--- src/rtl/pipe_ctrl.sv ---
// pipe_ctrl: sequencing controller for the five-stage pipeline.
// It turns load-use hazards, EX-stage redirects and multi-cycle data-memory
// accesses into write-enable/clear controls for the four pipe registers and
// the PC. It also keeps stall and flush performance counters.
//
// Ports:
//   clk, reset             clock (rising edge), asynchronous active-high reset
//   id_rs1/id_rs2          source register indices of the ID instruction
//   id_use_rs1/id_use_rs2  the ID instruction actually reads rs1 / rs2
//   ex_rd, ex_mem_read     destination and is-load flag of the EX instruction
//   ex_redirect            taken branch or jump resolved in EX
//   mem_access             the MEM instruction is a load or store
//   pc_we, *_we, *_clr     PC enable and pipe register enables/clears
//   mem_ready              data memory result is valid this cycle
//   stall_cycles           cycles with pc_we=0 (wraps)
//   flush_events           redirects acted on (wraps)
module pipe_ctrl #(
    parameter int MEM_LAT = 2,
    parameter int CNT_W   = 32
) (
    input  logic             clk,
    input  logic             reset,
    input  logic [4:0]       id_rs1,
    input  logic [4:0]       id_rs2,
    input  logic             id_use_rs1,
    input  logic             id_use_rs2,
    input  logic [4:0]       ex_rd,
    input  logic             ex_mem_read,
    input  logic             ex_redirect,
    input  logic             mem_access,
    output logic             pc_we,
    output logic             ifid_we,
    output logic             idex_we,
    output logic             exmem_we,
    output logic             memwb_we,
    output logic             ifid_clr,
    output logic             idex_clr,
    output logic             exmem_clr,
    output logic             memwb_clr,
    output logic             mem_ready,
    output logic [CNT_W-1:0] stall_cycles,
    output logic [CNT_W-1:0] flush_events
);

    // Wait counter holds the remaining WAIT cycles; one bit minimum when
    // the memory is single-cycle and the counter is never used.
    localparam int CW = (MEM_LAT > 0) ? $clog2(MEM_LAT + 1) : 1;

    typedef enum logic [1:0] {
        RUN,
        WAIT,
        RELEASE
    } state_t;

    state_t        state_reg, state_next;
    logic [CW-1:0] cnt_reg, cnt_next;
    logic          mem_stall;
    logic          load_use;
    logic          redirect_act;

    always_ff @(posedge clk or posedge reset) begin
        if (reset) begin
            state_reg <= RUN;
            cnt_reg   <= '0;
        end else begin
            state_reg <= state_next;
            cnt_reg   <= cnt_next;
        end
    end

    // Memory wait sequencing. The RUN cycle that first sees the access is
    // itself a stall cycle, so WAIT only covers the remaining MEM_LAT-1.
    always_comb begin
        state_next = state_reg;
        cnt_next   = cnt_reg;
        mem_stall  = 1'b0;
        case (state_reg)
            RUN: begin
                if (MEM_LAT > 0 && mem_access) begin
                    mem_stall = 1'b1;
                    if (MEM_LAT == 1) begin
                        state_next = RELEASE;
                    end else begin
                        state_next = WAIT;
                        cnt_next   = CW'(MEM_LAT - 1);
                    end
                end
            end
            WAIT: begin
                mem_stall = 1'b1;
                cnt_next  = cnt_reg - CW'(1);
                if (cnt_reg == CW'(1)) begin
                    state_next = RELEASE;
                end
            end
            RELEASE: begin
                // mem_access is ignored here: it still shows the op that
                // just completed, not a new one.
                state_next = RUN;
            end
            default: begin
                state_next = RUN;
            end
        endcase
    end

    assign load_use = ex_mem_read && (ex_rd != 5'd0) &&
                      ((id_use_rs1 && (ex_rd == id_rs1)) ||
                       (id_use_rs2 && (ex_rd == id_rs2)));

    // A redirect is only acted on when EX is not frozen by memory.
    assign redirect_act = ex_redirect && !mem_stall;

    always_comb begin
        pc_we     = 1'b1;
        ifid_we   = 1'b1;
        idex_we   = 1'b1;
        exmem_we  = 1'b1;
        memwb_we  = 1'b1;
        ifid_clr  = 1'b0;
        idex_clr  = 1'b0;
        exmem_clr = 1'b0;
        memwb_clr = 1'b0;
        mem_ready = (MEM_LAT == 0) ? mem_access : (state_reg == RELEASE);
        if (mem_stall) begin
            // Freeze IF..MEM and push a bubble into WB.
            pc_we     = 1'b0;
            ifid_we   = 1'b0;
            idex_we   = 1'b0;
            exmem_we  = 1'b0;
            memwb_clr = 1'b1;
        end else if (redirect_act) begin
            // Squash the two wrong-path instructions; load-use is moot.
            ifid_clr = 1'b1;
            idex_clr = 1'b1;
        end else if (load_use) begin
            // Hold IF/ID for one cycle and send a bubble into EX.
            pc_we    = 1'b0;
            ifid_we  = 1'b0;
            idex_clr = 1'b1;
        end
        if (reset) begin
            pc_we     = 1'b0;
            ifid_we   = 1'b0;
            idex_we   = 1'b0;
            exmem_we  = 1'b0;
            memwb_we  = 1'b0;
            ifid_clr  = 1'b0;
            idex_clr  = 1'b0;
            exmem_clr = 1'b0;
            memwb_clr = 1'b0;
            mem_ready = 1'b0;
        end
    end

    always_ff @(posedge clk or posedge reset) begin
        if (reset) begin
            stall_cycles <= '0;
            flush_events <= '0;
        end else begin
            if (!pc_we) begin
                stall_cycles <= stall_cycles + CNT_W'(1);
            end
            if (redirect_act) begin
                flush_events <= flush_events + CNT_W'(1);
            end
        end
    end

endmodule

--- config.mk ---
export PLATFORM = sky130hd
export DESIGN_NAME = pipe_ctrl
export DESIGN_NICKNAME = d
export VERILOG_FILES = /design/src/rtl/pipe_ctrl.sv
export SDC_FILE = /design/constraint.sdc
export NUM_CORES = 1
export LEC_CHECK = 0
export CAP_MARGIN = 20
export CORE_MARGIN = 2
export CORE_UTILIZATION = 48
export CTS_CLUSTER_SIZE = 30
export DETAILED_ROUTE_END_ITERATION = 8
export GPL_TIMING_DRIVEN = 0
export PLACE_DENSITY = 0.81
export SYNTH_ARGS = -nofsm -noshare
export SYNTH_HDL_FRONTEND = slang
export SYNTH_SLANG_ARGS = --single-unit
--- constraint.sdc ---
create_clock -name clk -period 4.36 [get_ports clk]
set_input_delay 0.872 -clock clk [delete_from_list [all_inputs] [get_ports clk]]
set_output_delay 0.872 -clock clk [all_outputs]
set_load 0.02 [all_outputs]
After elaboration in Yosys (flattened, before gate mapping) --
Cells that the tools add are included.
Word-level totals: register bits 68, input bits 22, output and inout port bits 74, logic and storage cells 49
Cells by class: $add $sub $neg 3, equality and inequality tests 7, multiplexer cells 23, reductions and logical operators 12
Operator list (number):
- $add 32x1->32 const B | 2
- $mux 1 | 18
- $eq 5x5->1 | 2
- $pmux 2 s2 | 2
- $logic_and 1x1->1 | 5
- $reduce_bool 5->1 | 1
- $eq 2x1->1 const B | 2
- $mux 2 | 2
- $ne 2x2->1 const B | 2
- $reduce_and 2->1 | 2
- $eq 2x2->1 const B | 1
- $logic_not 2->1 | 1
- $pmux 1 s2 | 1
- $reduce_bool 2->1 | 1
- $sub 2x1->2 const B | 1
- $logic_not 1->1 | 1
- $logic_or 1x1->1 | 1

Longest topological paths before layout --
Gate-level depths: netlist of the first run.
depth in word-level cells 8, gate-level depth with buffers 7, depth with buffers taken out 7

Worst setup path after synthesis of the first run --
No wires, ideal clock.
path kind input -> output, start point input port reset, end point output port pc_we, arrival 3.294 ns, required time 3.488 ns, setup slack 0.194 ns, stages 5, buffers on the path 1, path through inv_1 -> nand2_1 -> a21o_1 -> inv_2 -> buf_4
Between the ends: word-level cells in the longest chain between the ends 1
RTL lines:
- start, declared | RTL line 22 | input logic reset,
- $mux 1
- end, declared | RTL line 31 | output logic pc_we,
Every way passes these cells.

Worst setup path in the final report of the first run --
start point input port reset, end point output port pc_we
Between the ends: word-level cells in the longest chain between the ends 1
RTL lines:
- $mux 1 | RTL line 142 | if (reset) begin
Every way passes these cells.

==> impl_metrics.json, run 1 <==
{
  "drv_cap": 0,
  "clock_path_buffers": 2,
  "reg_top3": "flush_events: 32 flops, stall_cycles: 32 flops",
  "worstSetupEndpointType": "primary output",
  "dieArea_um2": 7590,
  "vias": 2633,
  "top_level_ports": 96,
  "ant_nets": 0,
  "yosysMostFrequentCell": "dfrtp_1",
  "p_per_area_nw_per_um2": 436,
  "crit_type": "input pin to primary output",
  "layout_min_cycle_time_ns": 4.04,
  "gp_congestion": 0.803,
  "yosysTopAreaCell": "dfrtp_1",
  "synth_area_um2": 3310,
  "finalWirelength_um": 7230,
  "cp_data_required_time_ns": 3.49,
  "synth.distinct_cells": 39,
  "tightest_slew_ns": 0.615,
  "ys_seq_area_share_pct": 51.3,
  "rows": 30,
  "grt_max_degree": 71,
  "relSlewSlack_pct": 59.0,
  "vias_per_cell": 5.29,
  "antenna_found_initial": 0,
  "grt_use_total_pct": 20.4,
  "rsz0062_at_grt": "no",
  "postCtsHoldBufs": 0,
  "fill_cells": 540,
  "outcome": "finished, final reports clean",
  "finalNetCount": 438,
  "chipWidth_um": 87.1,
  "grt_first_pass_wirelength_um": 12300,
  "first_pass_iters": 4,
  "max_freq_mhz": 247,
  "dr.first_iter.drc_count": 144,
  "final-setup-viol-count": 0,
  "hpwl_um": 5230,
  "finalMaxSlewViolations": 0,
  "clock_latency_ns": 0.33,
  "clkTransAtPathRegs_ns": 0.06,
  "synth.net_count": 333,
  "critPathLaunchType": "input pin",
  "cts_setup_buffers": 0,
  "worstPathArrival_ns": 3.17,
  "yosys_most_used_dff": "dfrtp_1",
  "synth_edf_count": 0,
  "crit_fanout": 70,
  "fin_crit_sh_pct": 92.7,
  "fin_util_pct": 68.1,
  "hold_class": "flip-flop to flip-flop",
  "yosysTopAreaCellShare_pct": 51.3,
  "initial_utilization_pct": 49.3,
  "power_leakage_uw": 0.00196,
  "synth-async-reset-ratio_pct": 100,
  "cts_tree": "yes",
  "syn2layout_area_growth_pct": 38.1,
  "cts_buffers": 9,
  "antennaDiodeCount": 0,
  "synth_area_leaders": "dfrtp_1 (51%), xnor2_1 (16%), nand4_1 (4.2%)",
  "yosys-top-cells-count": "dfrtp_1 (68), xnor2_1 (59), nand2_1 (30)",
  "final_layout_size_suffix_gt1_share_pct": 7.66,
  "cts-htree-levels": 3,
  "finClkSkew_ns": 0.00973,
  "yosys_warnings": 0,
  "drc": 0,
  "synth-seq-cells": 68,
  "routedWlPerCell_um": 14.5,
  "synth_cells": 308,
  "clock-sinks": 68,
  "place_area_um2": 4360,
  "finalHoldViolCount": 0,
  "die_y_um": 87.1,
  "final_design_area_no_fill_um2": 4580,
  "cts_root_buf": "clkbuf_8",
  "grt_pass1_vias": 2672,
  "overflow": 0,
  "portBuffers": 94,
  "coreArea_um2": 6720,
  "postSynthAreaPerCell_um2": 10.8,
  "vdd_ir_drop_max_mv": 0.242
}
==> cells in the final DEF (no fill, tap or decap), types with 3 or more instances in the layout <==
cell type / count
clkdlybuf4s50_1: 94
dfrtp_1: 68
xnor2_1: 59
nand2_1: 30
nand4_1: 22
nand3_1: 20
nor2_1: 17
and3_1: 13
xor2_1: 12
clkbuf_8: 10
clkbuf_1: 9
inv_1: 7
and4_1: 6
nor3_1: 6
inv_2: 3
and2_1: 3
ha_1: 3
buf_4: 3
==> routing by layer <==
metal	GRT usage, %	wire length [um]	up-vias
met2	32.9	3490	87
li1	-	-	1251
met5	0	0	-
met1	27.5	3290	1288
met3	5.31	371	7
met4	5.45	76	0
==> final cells by class <==
class                           count  area, um^2  area share, %
Sequential cell                    68        1700           37.2
Multi-Input combinational cell    219        1520           33.3
Timing Repair Buffer               94         941           20.6
Clock buffer                       12         145           3.17
Tap cell                           80         100           2.19
Clock inverter                      4        72.6           1.59
Buffer                             10        48.8           1.07
Inverter                           11        46.3           1.01
==> power by group <==
group / switching (uW) / internal, uW
sequential: 101 / 710
clock: 234 / 337
combinational: 333 / 281
total: 668 / 1330
==> path summary, 6_finish.rpt <==
path                                  start          endpoint  slack (ns)  cells past startpoint
setup reg to reg               state_reg[0]  flush_events[28]        2.16                      6
hold reg to reg            flush_events[31]  flush_events[31]        0.46                      1
min in group asynchronous             reset      state_reg[1]        1.07                      2
setup / recovery                      reset             pc_we        0.32                      7
max in group asynchronous             reset  flush_events[31]        2.87                      2
hold / removal             flush_events[31]  flush_events[31]        0.46                      1
==> critical path, cell delays in order <==
cell and delay, ns:
clkdlybuf4s50_1 0.51, inv_6 0.49, nand2_1 0.21, a21o_1 0.26
inv_2 0.12, buf_4 0.11, clkdlybuf4s50_1 0.59
==> what timing repair did <==
action	in CTS	in global routing
hold endpoints to repair	0	0
endpoints found under the setup margin	0	2
resized for setup	0	1
==> per-stage QoR <==
stage / setup slack [ns] / power [uW] / TNS [ns] / hold WS (ns) / cells
final: 0.319 / 2000 / 0 / 0.465 / 498
after global routing: 0.0307 / 2100 / 0 / 0.489 / 498
after CTS: 0.0583 / 2010 / 0 / 0.469 / 498
after detailed placement: 0.0712 / 1440 / 0 / 0.456 / 482
after global placement: -1.36 / 1420 / -15.93 / 0.454 / 482
after floorplan: 0.194 / 1170 / 0 / 0.446 / 308
==> cell families after synthesis <==
family	share of synthesized area [%]
muxes	0.642
DFF	51.3
AOI/OAI and AO/OA	1.74
buffers and inverters	2.72
adders and majority gates	1.13
and+or+nand+nor	23.1
other	0.113
xor gates and xnor gates	19.3
Power figures use the tool's default switching activity.
==> run 2: changes to the inputs <==
--- a/config.mk
+++ b/config.mk
@@ -11,7 +11,8 @@
 export CTS_CLUSTER_SIZE = 30
 export DETAILED_ROUTE_END_ITERATION = 8
 export GPL_TIMING_DRIVEN = 0
-export PLACE_DENSITY = 0.81
+export MAX_ROUTING_LAYER = met4
+export PLACE_DENSITY_LB_ADDON = 0.1
 export SYNTH_ARGS = -nofsm -noshare
 export SYNTH_HDL_FRONTEND = slang
 export SYNTH_SLANG_ARGS = --single-unit
==> run 2 against run 1 <==
Net effect:
- die area stayed put
- clock power shrank 26%
- count of clock-buffer cells in the layout unchanged
- non-clock buffer count unchanged
- register-to-register slack hardly changed
- wire length is 1.6% lower
- combinational power about the same
- cell area down 1.5%
- sequential power hardly changed
- utilization fell by 1.0 points
- largest power group unchanged
- highest routed layer unchanged
==> impl_metrics.json, run 2 (synthesized netlist as in run 1, its figures left out) <==
{
  "vdd_ir_drop_max_mv": 0.219,
  "antenna_found_initial": 0,
  "final_cells": 497,
  "finalMaxSlewViolations": 0,
  "r2r_start": "state_reg[0]",
  "met2_usage_pct": 31.5,
  "r2r_slack_ns": 2.17,
  "final_cell_mix": "clkdlybuf4s50_1 (94), dfrtp_1 (68), xnor2_1 (59), nand2_1 (30), nand4_1 (22)",
  "cp_data_required_time_ns": 3.49,
  "use_met3_pct": 5.12,
  "grt_max_degree": 71,
  "hpwl_um": 5180,
  "clkTransAtPathRegs_ns": 0.07,
  "cts_resized": 0,
  "finalPower_uw": 1840,
  "drc": 0,
  "coreArea_um2": 6720,
  "layout_min_cycle_time_ns": 4.03,
  "power_leakage_uw": 0.00193,
  "fin_crit_sh_pct": 92.3,
  "final-setup-viol-count": 0,
  "p_per_area_nw_per_um2": 408,
  "rsz0062_at_grt": "no",
  "final_common_cell": "clkdlybuf4s50_1",
  "grt_pass1_vias": 2603,
  "finalWirelength_um": 7110,
  "outcome": "finished, final reports clean",
  "initial_utilization_pct": 49.3,
  "crit_fanout": 70,
  "first_pass_iters": 4,
  "ant_nets": 0,
  "cts_root_buf": "clkbuf_8",
  "clock_latency_ns": 0.34,
  "gr-max-usage-layer": "met2",
  "reg_top3": "flush_events: 32 flops, stall_cycles: 32 flops",
  "antennaDiodeCount": 0,
  "min_from": "flush_events[31]",
  "hold_depth": 1,
  "place_inst": 482,
  "top_level_ports": 96,
  "finalNetCount": 438,
  "vias_per_cell": 5.20,
  "clock_path_buffers": 2,
  "finClkSkew_ns": 0.00601,
  "cts_buffers": 9,
  "dr.first_iter.drc_count": 70,
  "rows": 30,
  "gp_congestion": 0.845,
  "drv_cap": 0,
  "r2r-end": "flush_events[28]",
  "chipWidth_um": 87.1,
  "worstPathArrival_ns": 3.15,
  "grt_first_pass_wirelength_um": 11700,
  "hold_class": "flip-flop to flip-flop",
  "vias": 2584,
  "overflow": 0,
  "finalHoldViolCount": 0,
  "cts_tree": "yes",
  "grt_use_total_pct": 20.7,
  "tightest_slew_ns": 0.606,
  "routedWlPerCell_um": 14.3,
  "max_freq_mhz": 248,
  "final_layout_size_suffix_gt1_share_pct": 7.19,
  "met1_usage_pct": 26.1,
  "dieArea_um2": 7590,
  "syn2layout_area_growth_pct": 36.1,
  "worstSetupEndpointType": "primary output",
  "die_y_um": 87.1,
  "crit_type": "input pin to primary output",
  "postCtsHoldBufs": 0,
  "cts_setup_buffers": 0,
  "portBuffers": 94,
  "whs_endpoint": "flush_events[31]",
  "cts-htree-levels": 3,
  "critPathLaunchType": "input pin",
  "relSlewSlack_pct": 59.6,
  "clock-sinks": 68,
  "reg2reg_depth": 6
}
==> run 2: worst max path at each step <==
| stage | from | end | cells after the start | slack (ns) |
|---|---|---|---|---|
| 2_1_floorplan | reset | pc_we | 5 | 0.19 |
| 3_3_place_gp | reset | pc_we | 7 | -1.41 |
| 3_5_place_dp | reset | pc_we | 7 | 0.07 |
| 4_1_cts | reset | pc_we | 7 | 0.08 |
| 5_1_grt | reset | pc_we | 7 | 0.08 |
| 6_report | reset | pc_we | 7 | 0.33 |
==> run 2: stage by stage <==
| step | hold slack [ns] | utilization (%) | setup TNS (ns) | worst slack (ns) | instance area [um^2] |
|---|---|---|---|---|---|
| 6_report | 0.469 | 67.1 | 0 | 0.334 | 4510 |
| 5_1_grt | 0.493 | 67.1 | 0 | 0.0844 | 4510 |
| 4_1_cts | 0.476 | 67.1 | 0 | 0.0763 | 4510 |
| 3_5_place_dp | 0.464 | 64.9 | 0 | 0.0684 | 4360 |
| 3_3_place_gp | 0.458 | 64.8 | -18.33 | -1.41 | 4360 |
| 2_1_floorplan | 0.446 | - | 0 | 0.194 | 3310 |
==> run 2: layer usage <==
layer / vias to the layer above / wire length [um]
li1: 1252 / -
met1: 1236 / 3150
met2: 86 / 3400
met3: 10 / 435
met4: 0 / 120
met5: - / 0
==> run 2: worst max-delay path: stages <==
cell and delay [ns]:
clkdlybuf4s50_1 0.51, inv_6 0.48, nand2_1 0.21, a21o_1 0.26, inv_2 0.12, buf_4 0.11, clkdlybuf4s50_1 0.59
==> run 2: report_power, final <==
part | switching (uW) | leakage [uW] | total, uW | internal (uW)
Clock | 221 | 0.0000800 | 422 | 201
Sequential | 97.9 | 0.000899 | 808 | 711
Combinational | 328 | 0.000953 | 611 | 283
Total | 647 | 0.00193 | 1840 | 1190
==> run 2: final cells by class <==
type	instances	area (um^2)
sequential	68	1700
fill	550	2210
clock buffer	12	135
timing repair buffer	94	941
buffer	10	48.8
multi-input combinational	219	1520
tap	80	100
inverter	11	46.3
clock inverter	3	15.0
